[config.mk]
export PLATFORM = sky130hd
export DESIGN_NAME = sh7034_dmac_arbiter
export DESIGN_NICKNAME = d
export VERILOG_FILES = /design/src/rtl/sh7034_dmac_arbiter.sv
export SDC_FILE = /design/constraint.sdc
export NUM_CORES = 1
export LEC_CHECK = 0
export CELL_PAD_IN_SITES_DETAIL_PLACEMENT = 1
export CELL_PAD_IN_SITES_GLOBAL_PLACEMENT = 1
export CORE_MARGIN = 8
export CORE_UTILIZATION = 45
export DETAILED_ROUTE_END_ITERATION = 10
export DONT_BUFFER_PORTS = 1
export PLACE_DENSITY_LB_ADDON = 0.1
export SYNTH_ARGS = -nofsm -noshare
export SYNTH_HDL_FRONTEND = slang
export SYNTH_SLANG_ARGS = --single-unit
[constraint.sdc]
create_clock -name clk_i -period 2.4 [get_ports clk_i]
set_clock_uncertainty 0.05 [all_clocks]
set_input_delay 0.48 -clock clk_i [delete_from_list [all_inputs] [get_ports clk_i]]
set_output_delay 0.48 -clock clk_i [all_outputs]
set_load 0.05 [all_outputs]
[src/rtl/sh7034_dmac_arbiter.sv]
// SH7034 DMAC channel arbiter: DMAOR.PR priority (fixed or round-robin), cycle-steal/burst hold.
// Optional per-channel grant counters are enabled with `define DMAC_ARB_STAT_EN.
module sh7034_dmac_arbiter #(
  parameter int unsigned NumCh     = 4,
  parameter int unsigned RrResetCh = 0
) (
  input  logic                       clk_i,
  input  logic                       rst_ni,
  input  logic                       ce_r_i,
  input  logic                       dme_i,
  input  logic                       halt_i,
  input  logic [1:0]                 pr_i,
  input  logic [NumCh-1:0]           ch_req_i,
  input  logic [NumCh-1:0]           ch_tm_i,
  input  logic                       bus_wait_i,
  input  logic                       cpu_lock_i,
  input  logic                       xfer_done_i,
  input  logic                       ch_end_i,
  output logic                       gnt_o,
  output logic [$clog2(NumCh)-1:0]   gnt_ch_o,
  output logic                       gnt_start_o,
`ifdef DMAC_ARB_STAT_EN
  input  logic                       stat_clr_i,
  output logic [16*NumCh-1:0]        gnt_cnt_o,
`endif
  output logic [$clog2(NumCh)-1:0]   rr_ptr_o
);

  localparam int unsigned ChW = $clog2(NumCh);

  localparam logic [1:0] StIdle    = 2'd0;
  localparam logic [1:0] StActive  = 2'd1;
  localparam logic [1:0] StRelease = 2'd2;

  logic [1:0]       state_q, state_d;
  logic             gnt_q, gnt_d;
  logic [ChW-1:0]   gnt_ch_q, gnt_ch_d;
  logic             gnt_start_q, gnt_start_d;
  logic [ChW-1:0]   rr_ptr_q, rr_ptr_d;

  logic [NumCh-1:0] elig;
  logic             any_elig;
  logic [ChW-1:0]   order [NumCh];
  logic [ChW-1:0]   winner;
  logic             burst_more;

  assign elig     = ch_req_i & {NumCh{dme_i & ~halt_i}};
  assign any_elig = |elig;

  // order[0] is the highest-priority channel for the current PR setting.
  always_comb begin
    for (int i = 0; i < NumCh; i++) begin
      order[i] = rr_ptr_q + ChW'(i);
    end
    case (pr_i)
      2'b00: begin
        order[0] = ChW'(0);
        order[1] = ChW'(3);
        order[2] = ChW'(2);
        order[3] = ChW'(1);
      end
      2'b01: begin
        order[0] = ChW'(0);
        order[1] = ChW'(2);
        order[2] = ChW'(3);
        order[3] = ChW'(1);
      end
      2'b10: begin
        order[0] = ChW'(2);
        order[1] = ChW'(0);
        order[2] = ChW'(1);
        order[3] = ChW'(3);
      end
      default: ;
    endcase
  end

  // Scan lowest priority first so the highest-priority eligible channel is the last write.
  always_comb begin
    winner = '0;
    for (int i = NumCh - 1; i >= 0; i--) begin
      if (elig[order[i]]) begin
        winner = order[i];
      end
    end
  end

  assign burst_more = ch_tm_i[gnt_ch_q] & ch_req_i[gnt_ch_q] & ~ch_end_i;

  always_comb begin
    state_d     = state_q;
    gnt_d       = gnt_q;
    gnt_ch_d    = gnt_ch_q;
    gnt_start_d = gnt_start_q;
    rr_ptr_d    = rr_ptr_q;
    if (ce_r_i) begin
      gnt_start_d = 1'b0;
      unique case (state_q)
        StIdle: begin
          if (any_elig && !bus_wait_i && !cpu_lock_i) begin
            gnt_ch_d    = winner;
            gnt_d       = 1'b1;
            gnt_start_d = 1'b1;
            state_d     = StActive;
          end
        end
        StActive: begin
          // HALT overrides a bus wait; everything else waits for the bus controller.
          if (halt_i) begin
            state_d = StRelease;
          end else if (!bus_wait_i) begin
            if (!dme_i) begin
              state_d = StRelease;
            end else if (xfer_done_i && !burst_more) begin
              state_d = StRelease;
            end
          end
        end
        StRelease: begin
          if (!bus_wait_i || halt_i) begin
            gnt_d   = 1'b0;
            state_d = StIdle;
            if (pr_i == 2'b11) begin
              rr_ptr_d = gnt_ch_q + ChW'(1);
            end
          end
        end
        default: begin
          gnt_d   = 1'b0;
          state_d = StIdle;
        end
      endcase
    end
  end

  always_ff @(posedge clk_i) begin
    if (!rst_ni) begin
      state_q     <= StIdle;
      gnt_q       <= 1'b0;
      gnt_ch_q    <= '0;
      gnt_start_q <= 1'b0;
      rr_ptr_q    <= ChW'(RrResetCh);
    end else begin
      state_q     <= state_d;
      gnt_q       <= gnt_d;
      gnt_ch_q    <= gnt_ch_d;
      gnt_start_q <= gnt_start_d;
      rr_ptr_q    <= rr_ptr_d;
    end
  end

  assign gnt_o       = gnt_q;
  assign gnt_ch_o    = gnt_ch_q;
  assign gnt_start_o = gnt_start_q;
  assign rr_ptr_o    = rr_ptr_q;

`ifdef DMAC_ARB_STAT_EN
  logic [15:0] cnt_q [NumCh];

  // Count once per grant: GNT_START stays high across CE_R-low cycles, so qualify with CE_R.
  always_ff @(posedge clk_i) begin
    if (!rst_ni) begin
      for (int c = 0; c < NumCh; c++) begin
        cnt_q[c] <= '0;
      end
    end else if (ce_r_i) begin
      for (int c = 0; c < NumCh; c++) begin
        if (stat_clr_i) begin
          cnt_q[c] <= '0;
        end else if (gnt_start_q && (gnt_ch_q == ChW'(c)) && (cnt_q[c] != 16'hFFFF)) begin
          cnt_q[c] <= cnt_q[c] + 16'd1;
        end
      end
    end
  end

  always_comb begin
    gnt_cnt_o = '0;
    for (int c = 0; c < NumCh; c++) begin
      gnt_cnt_o[16*c +: 16] = cnt_q[c];
    end
  end
`endif

endmodule
==> key figures <==
Yosys
  – Post-synthesis mux area share: 17.8%
  – Syn nets: 125
  – Asr flop ratio synth: 0%
  – Top FF cell, synth: dfxtp_1
  – EDFF count, synth: 0
  – Post-Synth XOR/XNOR Area: 2.81%
  – Largest family of logic cells by synthesized area: compound AO/OA/AOI/OAI gates
  – Seq cells post-synth: 8
  – Yosys cell types: 47
  – Cells after Synth: 102
  – Synth Area in Compound Gates: 26.9%
  – Synth Area in Adders: approximately 5.6%
  – Sequential area share after synthesis: ~18%
  – Synth Area in Simple Gates: 21.5%
  – Synthesized area per cell: 8.75 µm²
  – Cell Area, Synth: 892 µm²
  – Synth warn: 0

Clock tree
  – CTS root buf: clkbuf_4
  – CTS hold repair buffers: 0
  – Post-cts resize count: 0
  – Clk buf depth: 2
  – CTS Buf Count: 3
  – Post-CTS Setup Bufs: 0
  – Clock latency on the worst-skew pair: 0.25 ns
  – CTS clock-pin slew for the worst setup and hold paths: 0.05 ns
  – CTS tree: yes
  – H-tree levels: 1
  – CTS sink cnt: 8

STA
  – Slew @ Worst Pin: between 0.5 and 0.6 ns
  – Setup violations, final: 0
  – Fin Setup TNS: 0 ns
  – Relative slew slack: 65.8%
  – Hold Vio Cnt, Final: 0
  – RSZ-0062 raised after global routing: false
  – Worst setup margin: 0.376 ns
  – Final Slew Violations: 0
  – Peak Freq: 494 MHz
  – Crit share post-route: 84.3%
  – Final min period: 2.02 ns
  – Worst Hold Margin: ~0.3 ns

Route
  – Remaining antenna violation count after routing: 0
  – Drt drc: 0
  – Detailed-route vias per instance: 5.80
  – Drt pass-1 iters: 4
  – Post-Route WL: about 2400 µm
  – Wire per inst: 18.0 µm
  – Iter 0 DRT Violations: 18
  – Vias: roughly 770

Setup path
  – Crit path cell chain: xnor2_2 -> a21oi_2 -> mux2i_1 -> mux2i_1 -> o311a_1 -> a311oi_2
  – Critical Path RT: roughly 2.5 ns
  – CP max stage delay: between 0.5 and 0.6 ns
  – Arrival @ worst endpoint: 2.14 ns
  – Critical path endpoint category: flop
  – Reg-to-reg endpoint: gnt_ch_o[0]
  – Critical path peak fanout: 9
  – Critical path class: reg2reg
  – Worst reg2reg path depth: 6
  – Crit. Startpoint: rr_ptr_o[0]
  – Worst path slowest cell: dfxtp_1
  – Most used cell, CP: mux2i_1
  – Crit path to: gnt_ch_o[0]
  – Worst reg2reg startpoint: rr_ptr_o[0]
  – Startpoint types: flop
  – Flop-to-flop setup slack: ~0.38 ns

Die
  – Die X: slightly above 60 µm
  – Die height: 60.5 µm
  – Number of cell rows: 16
  – Core Region: 1920 µm²
  – Initial core utilization: 46.4%
  – IO Pins: 25
  – Die area: 3660 µm²

Cells and area
  – Final Util: between 40% and 50%
  – Non-Filler Instances: 132
  – Fill cell count: roughly 250
  – ANT cells: 0
  – Final net count: 130
  – Area Growth Syn to Fin: 6.45%
  – Share of cells above drive strength 1: a little over a fifth

Pwr
  – Sequential cell fraction of total power: a little over two fifths
  – Clock power share: 30.9%
  – Switch share: 27.9%
  – Largest vdd supply drop: 0.253 mV
  – Internal power: 233 µW
  – Comb pwr share: 26.3%
  – PwrDens: 340 nW/µm²
  – Leakage power: 0.366 nW
  – Sw Pwr: 90.1 µW

Placed design
  – GPL Wtd Cong: 0.827
  – HPWL after DPL: 1950 µm
  – Place WS: around 0.18 ns
  – IO buf count: 0
  – Post-placement cell count: 129

GRT
  – First-pass GRT wire length: 3870 µm
  – Total GRT Usage: 13.9%
  – Largest net degree at the start of global routing: 12
  – Vias in the first global route: 833
  – Initial antenna violation count: 0
  – GRT overflow: 0

Worst hold path
  – Hold crit path type: in2reg

Status
  – Status: finished clean

Flow run
  – Max cap viols: 0
-- critical path: cells and delay by family (launching register included) --
kind	cells	cell delay, ns
xor gates and xnor gates	1	0.12
muxes	2	0.40
DFF	1	0.53
AOI/OAI and AO/OA	3	0.84
-- logic make-up after synthesis --
logic type | after synthesis
buffers and inverters | 12
AND/OR/NAND/NOR | 31
AO/OA/AOI/OAI | 31
flip-flops | 8
XOR/XNOR | 2
adder cells (fa/ha/maj) | 4
multiplexers | 14
-- power by group through the flow --
stage / clock network (mW) / registers, mW / logic, mW
2_1_floorplan: 0 / 0.143 / 0.0737
3_3_place_gp: 0 / 0.141 / 0.0831
3_5_place_dp: 0 / 0.141 / 0.0851
4_1_cts: 0.107 / 0.138 / 0.0854
5_1_grt: 0.116 / 0.138 / 0.0939
6_report: 0.0998 / 0.138 / 0.0851
-- synth_stat cells (2+ instances only) --
cell type | count | area [µm²]
nand3_1 | 2 | 10.0
nand2b_1 | 4 | 25.0
o21a_1 | 2 | 15.0
buf_2 | 2 | 10.0
nor2b_1 | 5 | 31.3
o21ai_0 | 4 | 20.0
mux2i_1 | 8 | 80.1
mux2_1 | 2 | 22.5
ha_1 | 4 | 50.1
mux2_2 | 3 | 33.8
a21oi_2 | 2 | 17.5
a21boi_1 | 2 | 15.0
buf_6 | 2 | 22.5
nand2_1 | 9 | 33.8
a21oi_1 | 4 | 20.0
dfxtp_1 | 8 | 160
inv_1 | 6 | 22.5
a32oi_1 | 2 | 17.5
o22ai_1 | 2 | 12.5
nor2_1 | 2 | 7.51
-- registers in the layout, indices dropped and copies added (netlist names) --
register	count
gnt_start_o	1
gnt_o	1
rr_ptr_o	2
state_q	2
gnt_ch_o	2
-- metal layers --
| layer | GRT usage [%] | part of all wire, % | wire length [µm] |
|---|---|---|---|
| met1 | 16.7 | 45 | 1080 |
| met2 | 22.3 | 47 | 1130 |
| met3 | 6.57 | 6.7 | 160 |
| met4 | 2.66 | 0.38 | 9 |
| met5 | 0 | 0 | 0 |
-- worst min-delay path by stage --
stage / from / end / slack, ns / cells past startpoint
after CTS: rst_ni / gnt_ch_o[1] / 0.28 / 1
after global routing: rst_ni / rr_ptr_o[1] / 0.28 / 1
final: rst_ni / gnt_ch_o[1] / 0.29 / 1
after floorplan: state_q[1] / state_q[1] / 0.49 / 2
after detailed placement: rst_ni / gnt_ch_o[1] / 0.55 / 1
after global placement: state_q[1] / state_q[1] / 0.53 / 2
-- cell usage in the layout (no fill, tap or decap), types with 4 or more instances in the layout --
cell | synthesis | routed
nand2_1 | 9 | 9
a21oi_1 | 4 | 4
nand2b_1 | 4 | 4
inv_1 | 6 | 6
dfxtp_1 | 8 | 8
o21ai_0 | 4 | 4
buf_4 | 1 | 6
nor2b_1 | 5 | 5
mux2i_1 | 8 | 8
ha_1 | 4 | 4
-- final cells by class --
class / instances / area [µm²] / area share [%]
multi-input combinational: 82 / 666 / 70.1
sequential: 8 / 160 / 16.9
timing repair buffer: 6 / 45.0 / 4.74
tap: 27 / 33.8 / 3.56
clock buffer: 3 / 22.5 / 2.37
inverter: 6 / 22.5 / 2.37
-- stage by stage --
| step | area, µm² | power, mW |
|---|---|---|
| 2_1_floorplan | 892 | 0.217 |
| 3_3_place_gp | 927 | 0.224 |
| 3_5_place_dp | 927 | 0.226 |
| 4_1_cts | 950 | 0.330 |
| 5_1_grt | 950 | 0.348 |
| 6_report | 950 | 0.323 |
No activity file was read; power rests on OpenSTA's default activity.
